==> src/rtl/bmem_arbiter_pkg.sv <==
// Shared types and constants for the cache-to-banked-memory arbiter.
// One outstanding line transaction; lines move as fixed-size beat bursts.
package bmem_arb_pkg;

  localparam int LINE_WIDTH  = 256;
  localparam int BEAT_IDX_W  = 2;
  localparam int OFFSET_BITS = 5;

  typedef enum logic [2:0] {
    IDLE,
    RD_REQ,
    RD_WAIT,
    WR_BURST,
    RESP
  } bmem_arb_state_t;

  typedef enum logic {
    GRANT_I = 1'b0,
    GRANT_D = 1'b1
  } grant_t;

endpackage

==> src/rtl/bmem_arbiter_if.sv <==
// Cache-side line ports and the banked-memory beat port, bundled for the arbiter.
// master = the arbiter's view; slave = the caches plus banked memory.
interface bmem_arbiter_if #(
  parameter int ADDR_WIDTH = 32,
  parameter int BEAT_WIDTH = 64,
  parameter int BEATS      = 4
);
  localparam int LW = BEAT_WIDTH * BEATS;

  logic [ADDR_WIDTH-1:0] i_addr;
  logic                  i_read;
  logic [LW-1:0]         i_rdata;
  logic                  i_resp;

  logic [ADDR_WIDTH-1:0] d_addr;
  logic                  d_read;
  logic                  d_write;
  logic [LW-1:0]         d_wdata;
  logic [LW-1:0]         d_rdata;
  logic                  d_resp;

  logic [ADDR_WIDTH-1:0] bmem_addr;
  logic                  bmem_read;
  logic                  bmem_write;
  logic [BEAT_WIDTH-1:0] bmem_wdata;
  logic                  bmem_ready;
  logic [ADDR_WIDTH-1:0] bmem_raddr;
  logic [BEAT_WIDTH-1:0] bmem_rdata;
  logic                  bmem_rvalid;

  modport master (
    input  i_addr, i_read, d_addr, d_read, d_write, d_wdata,
    input  bmem_ready, bmem_raddr, bmem_rdata, bmem_rvalid,
    output i_rdata, i_resp, d_rdata, d_resp,
    output bmem_addr, bmem_read, bmem_write, bmem_wdata
  );

  modport slave (
    output i_addr, i_read, d_addr, d_read, d_write, d_wdata,
    output bmem_ready, bmem_raddr, bmem_rdata, bmem_rvalid,
    input  i_rdata, i_resp, d_rdata, d_resp,
    input  bmem_addr, bmem_read, bmem_write, bmem_wdata
  );
endinterface

==> src/rtl/bmem_arbiter_line_buffer.sv <==
// Line reassembly register: writes beat `din` at the current beat index, tracks completion.
// Latency: one cycle per accepted beat; the index saturates on the last beat and sets done.
// Backpressure: none; the caller only pulses inc when a beat is actually transferred.
module bmem_line_buffer #(
  parameter int BEAT_WIDTH = 64,
  parameter int BEATS      = 4,
  parameter int IDX_W      = 2
) (
  input  logic                        clk,
  input  logic                        rst,
  input  logic                        clr,
  input  logic                        inc,
  input  logic                        capture,
  input  logic [BEAT_WIDTH-1:0]       din,
  output logic [BEAT_WIDTH*BEATS-1:0] line,
  output logic [IDX_W-1:0]            beat,
  output logic                        last,
  output logic                        done
);

  assign last = (beat == IDX_W'(BEATS - 1));

  always_ff @(posedge clk) begin
    if (rst || clr) begin
      line <= '0;
      beat <= '0;
      done <= 1'b0;
    end else if (inc) begin
      if (capture) line[beat*BEAT_WIDTH +: BEAT_WIDTH] <= din;
      // The index holds at the final beat so a burst never wraps onto beat 0.
      if (last) done <= 1'b1;
      else      beat <= beat + 1'b1;
    end
  end

endmodule

==> src/rtl/bmem_arbiter.sv <==
// Round-robin merge of icache/dcache line requests onto one beat-wide banked-memory port.
// Latency: grant 1 cycle after request; write = 4 accepted beats + resp; read resp 1 cycle after 4th beat.
// Backpressure: read request and each write beat are held until bmem_ready; one transaction in flight.
module bmem_arbiter #(
  parameter int ADDR_WIDTH = 32,
  parameter int BEAT_WIDTH = 64,
  parameter int BEATS      = 4
) (
  input  logic           clk,
  input  logic           rst,
  bmem_arbiter_if.master bus
);
  import bmem_arb_pkg::*;

  localparam int LW = BEAT_WIDTH * BEATS;
  localparam int IW = $clog2(BEATS);
  localparam logic [ADDR_WIDTH-1:0] ALIGN_MASK = ~ADDR_WIDTH'((1 << OFFSET_BITS) - 1);

  bmem_arb_state_t       state_q, state_d;
  grant_t                grant_q, last_grant_q;
  logic                  wr_q;
  logic [ADDR_WIDTH-1:0] addr_q;
  logic [LW-1:0]         wline_q, i_line_q, d_line_q;

  logic                  i_req, d_req, pick_d, beat_hit;
  logic                  lb_clr, lb_inc, lb_capture, lb_last, lb_done;
  logic [IW-1:0]         lb_beat;
  logic [LW-1:0]         lb_line;

  logic                  bm_read, bm_write, i_resp, d_resp;
  logic [ADDR_WIDTH-1:0] bm_addr;
  logic [BEAT_WIDTH-1:0] bm_wdata;
  logic [LW-1:0]         i_rdata, d_rdata;

  assign i_req    = bus.i_read;
  assign d_req    = bus.d_read | bus.d_write;
  assign pick_d   = d_req && (!i_req || last_grant_q == GRANT_I);
  assign beat_hit = (state_q == RD_WAIT) && bus.bmem_rvalid && (bus.bmem_raddr == addr_q);

  always_ff @(posedge clk) begin
    if (rst) state_q <= IDLE;
    else     state_q <= state_d;
  end

  always_comb begin
    state_d = state_q;
    case (state_q)
      IDLE:     if (i_req || d_req) state_d = (pick_d && bus.d_write) ? WR_BURST : RD_REQ;
      RD_REQ:   if (bus.bmem_ready) state_d = RD_WAIT;
      RD_WAIT:  if (beat_hit && lb_last) state_d = RESP;
      WR_BURST: if (bus.bmem_ready && lb_last) state_d = RESP;
      RESP:     state_d = IDLE;
      default:  state_d = IDLE;
    endcase
  end

  always_comb begin
    bm_read    = 1'b0;
    bm_write   = 1'b0;
    bm_addr    = '0;
    bm_wdata   = '0;
    i_resp     = 1'b0;
    d_resp     = 1'b0;
    i_rdata    = i_line_q;
    d_rdata    = d_line_q;
    lb_clr     = 1'b0;
    lb_inc     = 1'b0;
    lb_capture = 1'b0;
    case (state_q)
      IDLE: lb_clr = 1'b1;
      RD_REQ: begin
        bm_read = 1'b1;
        bm_addr = addr_q;
      end
      RD_WAIT: begin
        lb_inc     = beat_hit;
        lb_capture = 1'b1;
      end
      WR_BURST: begin
        bm_write = 1'b1;
        bm_addr  = addr_q;
        bm_wdata = wline_q[lb_beat*BEAT_WIDTH +: BEAT_WIDTH];
        lb_inc   = bus.bmem_ready;
      end
      RESP: begin
        // The fresh line is visible in the resp cycle, before the per-port register catches it.
        if (grant_q == GRANT_I) begin
          i_resp  = 1'b1;
          i_rdata = lb_line;
        end else begin
          d_resp = 1'b1;
          if (!wr_q) d_rdata = lb_line;
        end
      end
      default: ;
    endcase
  end

  always_ff @(posedge clk) begin
    if (rst) begin
      grant_q      <= GRANT_I;
      last_grant_q <= GRANT_D;
      wr_q         <= 1'b0;
      addr_q       <= '0;
      wline_q      <= '0;
      i_line_q     <= '0;
      d_line_q     <= '0;
    end else begin
      if (state_q == IDLE && (i_req || d_req)) begin
        grant_q <= pick_d ? GRANT_D : GRANT_I;
        wr_q    <= pick_d && bus.d_write;
        addr_q  <= (pick_d ? bus.d_addr : bus.i_addr) & ALIGN_MASK;
        // Snapshot the writeback line so bmem_wdata never depends combinationally on d_wdata.
        if (pick_d && bus.d_write) wline_q <= bus.d_wdata;
      end
      if (state_q == RESP) begin
        last_grant_q <= grant_q;
        if (grant_q == GRANT_I) i_line_q <= lb_line;
        else if (!wr_q)         d_line_q <= lb_line;
      end
    end
  end

  bmem_line_buffer #(
    .BEAT_WIDTH(BEAT_WIDTH),
    .BEATS     (BEATS),
    .IDX_W     (IW)
  ) u_line_buffer (
    .clk    (clk),
    .rst    (rst),
    .clr    (lb_clr),
    .inc    (lb_inc),
    .capture(lb_capture),
    .din    (bus.bmem_rdata),
    .line   (lb_line),
    .beat   (lb_beat),
    .last   (lb_last),
    .done   (lb_done)
  );

  assign bus.bmem_read  = bm_read;
  assign bus.bmem_write = bm_write;
  assign bus.bmem_addr  = bm_addr;
  assign bus.bmem_wdata = bm_wdata;
  assign bus.i_resp     = i_resp;
  assign bus.d_resp     = d_resp;
  assign bus.i_rdata    = i_rdata;
  assign bus.d_rdata    = d_rdata;

  a_d_rw_excl: assert property (@(posedge clk) disable iff (rst) !(bus.d_read && bus.d_write))
    else $error("dcache read and write requested together");
  a_i_hold: assert property (@(posedge clk) disable iff (rst)
    (state_q != IDLE && grant_q == GRANT_I) |-> (bus.i_read && $stable(bus.i_addr)))
    else $error("icache request changed before resp");
  a_d_hold: assert property (@(posedge clk) disable iff (rst)
    (state_q != IDLE && grant_q == GRANT_D) |-> ((wr_q ? bus.d_write : bus.d_read) && $stable(bus.d_addr)))
    else $error("dcache request changed before resp");
  a_rvalid_window: assert property (@(posedge clk) disable iff (rst) bus.bmem_rvalid |-> state_q == RD_WAIT)
    else $warning("bmem_rvalid outside RD_WAIT ignored");
  a_resp_done: assert property (@(posedge clk) disable iff (rst) (state_q == RESP) |-> lb_done)
    else $error("resp without a complete burst");

endmodule

==> src/flat_wrapper.sv <==
// flat-port wrapper written by rule: the top's interface ports become plain ports
module bmem_arbiter_flat import bmem_arb_pkg::*;
#(
  parameter int ADDR_WIDTH = 32,
  parameter int BEAT_WIDTH = 64,
  parameter int BEATS      = 4
)
  (clk, rst, bus_i_addr, bus_i_read, bus_d_addr, bus_d_read, bus_d_write, bus_d_wdata, bus_bmem_ready, bus_bmem_raddr, bus_bmem_rdata, bus_bmem_rvalid, bus_i_rdata, bus_i_resp, bus_d_rdata, bus_d_resp, bus_bmem_addr, bus_bmem_read, bus_bmem_write, bus_bmem_wdata);
  bmem_arbiter_if #(.ADDR_WIDTH(ADDR_WIDTH), .BEAT_WIDTH(BEAT_WIDTH), .BEATS(BEATS)) bus_i ();
  input  logic clk;
  input  logic rst;
  input wire logic [$bits(bus_i.i_addr)-1:0] bus_i_addr;
  input wire logic [$bits(bus_i.i_read)-1:0] bus_i_read;
  input wire logic [$bits(bus_i.d_addr)-1:0] bus_d_addr;
  input wire logic [$bits(bus_i.d_read)-1:0] bus_d_read;
  input wire logic [$bits(bus_i.d_write)-1:0] bus_d_write;
  input wire logic [$bits(bus_i.d_wdata)-1:0] bus_d_wdata;
  input wire logic [$bits(bus_i.bmem_ready)-1:0] bus_bmem_ready;
  input wire logic [$bits(bus_i.bmem_raddr)-1:0] bus_bmem_raddr;
  input wire logic [$bits(bus_i.bmem_rdata)-1:0] bus_bmem_rdata;
  input wire logic [$bits(bus_i.bmem_rvalid)-1:0] bus_bmem_rvalid;
  output wire logic [$bits(bus_i.i_rdata)-1:0] bus_i_rdata;
  output wire logic [$bits(bus_i.i_resp)-1:0] bus_i_resp;
  output wire logic [$bits(bus_i.d_rdata)-1:0] bus_d_rdata;
  output wire logic [$bits(bus_i.d_resp)-1:0] bus_d_resp;
  output wire logic [$bits(bus_i.bmem_addr)-1:0] bus_bmem_addr;
  output wire logic [$bits(bus_i.bmem_read)-1:0] bus_bmem_read;
  output wire logic [$bits(bus_i.bmem_write)-1:0] bus_bmem_write;
  output wire logic [$bits(bus_i.bmem_wdata)-1:0] bus_bmem_wdata;
  assign bus_i.i_addr = bus_i_addr;
  assign bus_i.i_read = bus_i_read;
  assign bus_i.d_addr = bus_d_addr;
  assign bus_i.d_read = bus_d_read;
  assign bus_i.d_write = bus_d_write;
  assign bus_i.d_wdata = bus_d_wdata;
  assign bus_i.bmem_ready = bus_bmem_ready;
  assign bus_i.bmem_raddr = bus_bmem_raddr;
  assign bus_i.bmem_rdata = bus_bmem_rdata;
  assign bus_i.bmem_rvalid = bus_bmem_rvalid;
  assign bus_i_rdata = bus_i.i_rdata;
  assign bus_i_resp = bus_i.i_resp;
  assign bus_d_rdata = bus_i.d_rdata;
  assign bus_d_resp = bus_i.d_resp;
  assign bus_bmem_addr = bus_i.bmem_addr;
  assign bus_bmem_read = bus_i.bmem_read;
  assign bus_bmem_write = bus_i.bmem_write;
  assign bus_bmem_wdata = bus_i.bmem_wdata;
  bmem_arbiter #(.ADDR_WIDTH(ADDR_WIDTH), .BEAT_WIDTH(BEAT_WIDTH), .BEATS(BEATS)) u_core (.clk(clk), .rst(rst), .bus(bus_i));
endmodule
==> config.mk <==
export PLATFORM = sky130hd
export DESIGN_NAME = bmem_arbiter_flat
export DESIGN_NICKNAME = d
export VERILOG_FILES = /design/src/rtl/bmem_arbiter_pkg.sv /design/src/rtl/bmem_arbiter_if.sv /design/src/rtl/bmem_arbiter_line_buffer.sv /design/src/rtl/bmem_arbiter.sv /design/src/flat_wrapper.sv
export SDC_FILE = /design/constraint.sdc
export NUM_CORES = 2
export LEC_CHECK = 0
export BUFFER_PORTS_ARGS = -buffer_cell sky130_fd_sc_hd__buf_2
export CORE_MARGIN = 3
export CORE_UTILIZATION = 25
export CTS_BUF_LIST = sky130_fd_sc_hd__clkbuf_16
export DETAILED_ROUTE_END_ITERATION = 8
export GPL_TIMING_DRIVEN = 0
export PLACE_DENSITY = 0.48
export SLEW_MARGIN = 20
export SYNTH_ARGS = -nofsm -noshare
export SYNTH_HDL_FRONTEND = slang
export SYNTH_SLANG_ARGS = --single-unit
==> constraint.sdc <==
create_clock -name clk -period 2.7 [get_ports clk]
set_clock_uncertainty 0.15 [all_clocks]
set_input_delay 0.135 -clock clk [delete_from_list [all_inputs] [get_ports clk]]
set_output_delay 0.135 -clock clk [all_outputs]
set_load 0.1 [all_outputs]
After elaboration in Yosys (flattened, before gate mapping)
Index checks and enable logic that the tools add are counted.
{ "word_totals": {"regBits": 1059, "in_bits": 423, "output_inout_bits": 612, "elab_cells": 70} }
{ "op_classes": {"n_addsub": 2, "eq_ne": 10, "shifts": 3, "n_mux": 25, "bitwise_logic": 3, "n_reduce_logical": 17} }
{ "ops": {"columns": ["op", "n"], "rows": [
  ["256-bit 2-to-1 mux", 5],
  ["256-bit bitwise mux", 1],
  ["64-bit by 34-bit variable shift with 256-bit output, first input constant", 1],
  ["256-bit by 9-bit indexed part select with 64-bit output", 1],
  ["64-bit by 34-bit indexed part select with 256-bit output", 1],
  ["32-bit 2-to-1 mux", 2],
  ["64-bit 2-to-1 mux", 1],
  ["8-bit negator with 34-bit output", 1],
  ["32-bit == test", 1],
  ["3-bit 2-to-1 mux", 4],
  ["3-bit one-hot mux with 4 select lines", 1],
  ["1-bit 2-to-1 mux", 9],
  ["1-bit logical AND", 7],
  ["3-bit by 2-bit == test with 1-bit output, second input constant", 2],
  ["2-bit AND reduction", 3],
  ["2-bit by 1-bit inequality test with 1-bit output, second input constant", 2],
  ["2-bit inequality test, second input constant", 2],
  ["4-bit AND reduction", 1],
  ["3-bit by 1-bit == test with 1-bit output, second input constant", 1],
  ["3-bit == test, second input constant", 1],
  ["3-bit logical NOT", 1],
  ["1-bit logical OR", 3],
  ["2-bit by 1-bit adder with 2-bit output, second input constant", 1],
  ["2-bit == test, second input constant", 1],
  ["other kinds (6)", 7]
]} }

Depth between registers and ports, before layout
{ "depth": {"depth_word": 7, "ltp_mapped": 10, "mapped_depth_nobuf": 6} }

Cells and area by module
A second synthesis with hierarchy kept.
{ "hier_totals": {"hier_cells": 3757, "hier_area_um2": 41678.7} }
{ "modules_own_cells": {"columns": ["module", "n_inst", "cells_each", "area_per_inst_um2", "seq_area_each_um2"], "rows": [
  ["bmem_arbiter", 1, 3152, 33676.0, 16035.4],
  ["bmem_line_buffer", 1, 605, 8002.7, 5185.0]
]} }

Worst setup path after synthesis
No wires, ideal clock.
{ "synth_timing": {"path_type": "reg2reg", "from": "register u_core.state_q[0]", "to": "register u_core.d_line_q[145]", "setup_time_ns": 0.128, "arrival_time_ns": 3.083, "t_required_ns": 2.422, "slack_ns": -0.661, "path_stages_with_launch": 10, "cell_sequence": "dfxtp_1 > buf_2 > nor2_1 > and3_1 > nor2b_1 > buf_2 > buf_2 > buf_4 > mux2_1 > nor2b_1"} }
{ "synth_between": {"elab_chain_cells": 2} }
{ "synth_rtl": {"columns": ["item", "line_no", "text"], "rows": [
  ["start, declared", "bmem_arbiter.sv:19", "bmem_arb_state_t state_q, state_d;"],
  ["start signal, assigned", "bmem_arbiter.sv:42", "else state_q <= state_d;"],
  ["3-bit == test", null, null],
  ["256-bit 2-to-1 mux", null, null],
  ["via bus_d_rdata[145]", "flat_wrapper.sv:24", "output wire logic [$bits(bus_i.d_rdata)-1:0] bus_d_rdata;"],
  ["end signal, assigned", "bmem_arbiter.sv:119", "else if (!wr_q) d_line_q <= lb_line;"],
  ["end, declared", "bmem_arbiter.sv:23", "logic [LW-1:0] wline_q, i_line_q, d_line_q;"]
]} }
The timed path passes the listed nets, and every way through them passes these cells.
A chain may end at the register's enable or synchronous reset.

Worst setup path in the final report
{ "layout_timing": {"from": "register u_core.addr_q[29]", "to": "register u_core.u_line_buffer.line[211]"} }
{ "layout_between": {"elab_chain_cells": 4} }
{ "layout_rtl": {"columns": ["item", "line_no", "text"], "rows": [
  ["start, declared", "bmem_arbiter.sv:22", "logic [ADDR_WIDTH-1:0] addr_q;"],
  ["start signal, assigned", "bmem_arbiter.sv:112", "addr_q <= (pick_d ? bus.d_addr : bus.i_addr) & ALIGN_MASK;"],
  ["32-bit == test", "bmem_arbiter.sv:38", "assign beat_hit = (state_q == RD_WAIT) && bus.bmem_rvalid && (bus.bmem_raddr == addr_q);"],
  ["1-bit logical AND", "bmem_arbiter.sv:38", null],
  ["1-bit one-hot mux with 2 select lines", "bmem_arbiter.sv:69", "case (state_q)"],
  ["2-bit AND reduction (no source line)", null, null],
  ["end signal, assigned by index", "bmem_arbiter_line_buffer.sv:29", "if (capture) line[beat*BEAT_WIDTH +: BEAT_WIDTH] <= din;"],
  ["end, declared", "bmem_arbiter_line_buffer.sv:15", "output logic [BEAT_WIDTH*BEATS-1:0] line,"]
]} }
No other way between the ends.

==> impl_metrics.py <==
metrics = {
    "cells_and_area": {
        "multiInputGateArea_sq_mm": 0.0202,
        "n_fill_cell": 16100,
        "seqCellArea_sq_mm": 0.0212,
        "final_cells": 8452,
        "syn2layout_area_growth_pct": 62.9,
        "fin_nets": 6580,
        "final_common_cell": "dfxtp_1",
        "final_cell_mix": "1054 x dfxtp_1, 774 x nand2_1, 576 x buf_2",
        "drive_above_1_share": 0.339,
    },
    "yosys": {
        "synth_fa_ha_area_frac": 0.00150,
        "yosys-mux-area-fraction": 0.179,
        "yosys-top-cells-area": "dfxtp_1 51%, mux2_2 13%, nor2b_1 7.7%",
        "synth_cell_type_count": 42,
        "ys_ff_latch": 1059,
        "async_flop_share": 0,
        "synth_cells": 4320,
        "synth_top_family_by_area": "simple AND/OR/NAND/NOR gates",
        "yosysWarnings": 0,
        "ys_seq_area_frac": 0.507,
        "synth_top_area_frac": 0.507,
        "synth-compound-area-share": 0.0681,
        "syn_area_sq_mm": 0.0418,
        "synth_edf_count": 0,
        "synth_flop_cell": "dfxtp_1",
        "synth.avg_cell_area_sq_um": 9.68,
        "synth_simple_gate_area_share": 0.200,
        "yosys.area.top_type": "dfxtp_1",
        "synth_xor_area_frac": 0.00565,
    },
    "clocking": {
        "cts_max_path_buffers": 3,
        "clockRootBuffer": "clkbuf_16",
        "htreeDepth": 3,
        "cts_tree": "done",
        "cts_buffers": 120,
        "cts.reportedPaths.clkPinSlew_ns": 0.06,
        "clock_sinks": 1059,
        "clk_latency_ns": 0.77,
    },
    "worst_setup_path": {
        "path_class": "flip-flop to flip-flop",
        "endpoint_kind": "flip-flop",
        "worstPathRequired_ns": 3.17,
        "r2r-end": "u_core.u_line_buffer.line[211]$_SDFFE_PP0P_",
        "regToRegStartpoint": "u_core.addr_q[29]$_SDFFE_PP0P_",
        "start_kind": "flip-flop",
        "crit_path_max_fanout": 10,
        "critical_path_arrival_ns": 3.65,
        "reg2reg_slack_ns": -0.48,
        "r2r.worst_path.cells": 8,
    },
    "sta": {
        "worst_pin_slew_ns": 1.08,
        "setup_viol": 1089,
        "post-route-period-util": 1.18,
        "fin_crit_ns": 3.18,
        "hold_slack_ns": 0.0737,
        "timing.fmax_ghz": 0.314,
        "relSlewSlack": 0.279,
        "final-hold-violation-count": 0,
        "setup_ws_ns": -0.481,
        "tns_ns": -291.70,
        "rsz0062_at_grt": "yes",
        "final_max_slew_viol_count": 0,
    },
    "run": {
        "max_cap_violations": 0,
    },
    "floorplanning": {
        "rows": 149,
        "pin_count": 1035,
        "initial_utilization": 0.253,
        "die_area_sq_mm": 0.172,
        "die_w_microns": 415,
        "die_h_microns": 415,
        "core_area_sq_mm": 0.166,
    },
    "grt": {
        "grt_first_pass_wirelength_mm": 290,
        "grt_overflow_total": 0,
        "antenna_found_initial": 23,
        "grt_max_degree": 20,
        "gr-usage-all-layers": 0.230,
        "grt_pass1_vias": 39200,
    },
    "drt": {
        "drc": 0,
        "viasPerCell": 4.67,
        "drt_wl_total_mm": 210,
        "first_iter_violations": 2609,
        "ant_nets": 0,
        "routedWlPerCell_microns": 24.9,
        "firstDrtPassIters": 5,
        "vias": 39500,
    },
    "place": {
        "dp_slack_ns": -1.68,
        "place.gp.congestion": 0.930,
        "io_buffers": 1018,
        "post-dp-hpwl_mm": 155,
        "dp_cells": 7540,
    },
    "pwr": {
        "power_uw": 37600,
        "powerDensity_mw_per_mm2": 552,
        "vdd_drop_max_mv": 0.593,
        "power_leakage_uw": 0.0276,
    },
    "worst_hold_path": {
        "min_path_type": "primary input to flip-flop",
        "hold_depth": 4,
        "hp-start": "rst",
        "worstHoldEndpoint": "u_core.u_line_buffer.beat[0]$_SDFFE_PP0P_",
    },
    "run_status": {
        "outcome": "finished with violations",
        "violations": "negative setup slack",
    },
}
[critical path, cell delays in order (launching register included)]
cell     delay (ns)
dfxtp_1        0.33
xnor2_1        0.62
nand4_1        0.19
nor2_2         0.34
and4_2         0.50
buf_6          0.32
buf_2          0.35
nand3_1        0.12
o21ai_0        0.09
[registers in the layout (all words and copies together) (netlist names)]
register,cells
u_core.d_line_q,256
u_core.i_line_q,256
u_core.u_line_buffer.line,256
u_core.wline_q,256
u_core.addr_q,27
u_core.state_q,3
u_core.u_line_buffer.beat,2
u_core.grant_q,1
u_core.last_grant_q,1
u_core.wr_q,1
[synthesized netlist by cell type (30+ instances only)]
cell type / number
buf_2: 87
nand2_1: 775
mux2_2: 479
nor2b_1: 514
mux2_1: 33
nor2_1: 37
nand3_1: 257
and3_1: 66
o21ai_1: 61
mux2i_1: 30
dfxtp_1: 1059
o21ai_0: 198
clkbuf_1: 200
a21oi_1: 259
buf_1: 40
mux4_2: 64
[worst max path at each step]
stage,cells past startpoint,endpoint,slack (ns),startpoint
final,8,u_core.u_line_buffer.line[211]$_SDFFE_PP0P_,-0.48,u_core.addr_q[29]$_SDFFE_PP0P_
after global routing,8,u_core.wline_q[184]$_SDFFE_PP0P_,-0.56,u_core.state_q[2]$_SDFFE_PP0P_
after CTS,8,bus_d_rdata[97],-0.62,u_core.state_q[0]$_SDFFE_PP0P_
after detailed placement,11,u_core.u_line_buffer.line[179]$_SDFFE_PP0P_,-1.68,u_core.u_line_buffer.beat[1]$_SDFFE_PP0P_
after global placement,8,u_core.u_line_buffer.line[249]$_SDFFE_PP0P_,-2.78,u_core.u_line_buffer.beat[1]$_SDFFE_PP0P_
after floorplan,9,u_core.d_line_q[222]$_SDFF_PP0_,-0.04,u_core.state_q[0]$_SDFFE_PP0P_
[area by class of cell]
cell class | count | area share
Antenna cell | 14 | 0.000514
Clock buffer | 120 | 0.0441
Clock inverter | 99 | 0.0109
Multi-Input combinational cell | 2899 | 0.296
Tap cell | 2189 | 0.0402
Inverter | 5 | 0.000275
Timing Repair Buffer | 1708 | 0.256
Buffer | 359 | 0.0407
Sequential cell | 1059 | 0.311
[timing repair]
item / CTS / global route
buffers inserted: 80 / 28
pin swaps: 6 / 7
endpoints found under the setup margin: 1609 / 1125
cloned: 26 / 12
resized for setup: 1321 / 730
hold buffers: 535 / 0
hold endpoints to repair: 544 / 0
[cells by family after synthesis]
family / count (synthesis)
buffers and inverters: 366
other: 1
XOR/XNOR: 27
multiplexers: 606
flip-flops: 1059
AO/OA/AOI/OAI: 551
adder cells (fa/ha/maj): 5
AND/OR/NAND/NOR: 1705
[per-layer routing]
layer	global-route usage	share of wire	vias to the layer above
met3	0.0397	0.051	413
li1	-	-	18300
met5	0	0.00014	-
met4	0.118	0.057	4
met1	0.267	0.40	19400
met2	0.406	0.50	1428
[metrics by stage]
stage	utilization	cell area [sq um]
global placement	0.301	49800
floorplan	-	42000
global route	0.412	68100
finish	0.412	68200
CTS	0.393	65100
detailed placement	0.302	50000
[power breakdown]
group / switching [uW] / internal, uW / leakage [uW]
registers: 303 / 16000 / 0.00856
clock network: 7070 / 8740 / 0.00193
logic: 3490 / 1980 / 0.0171
No activity file was read; power rests on OpenSTA's default activity.
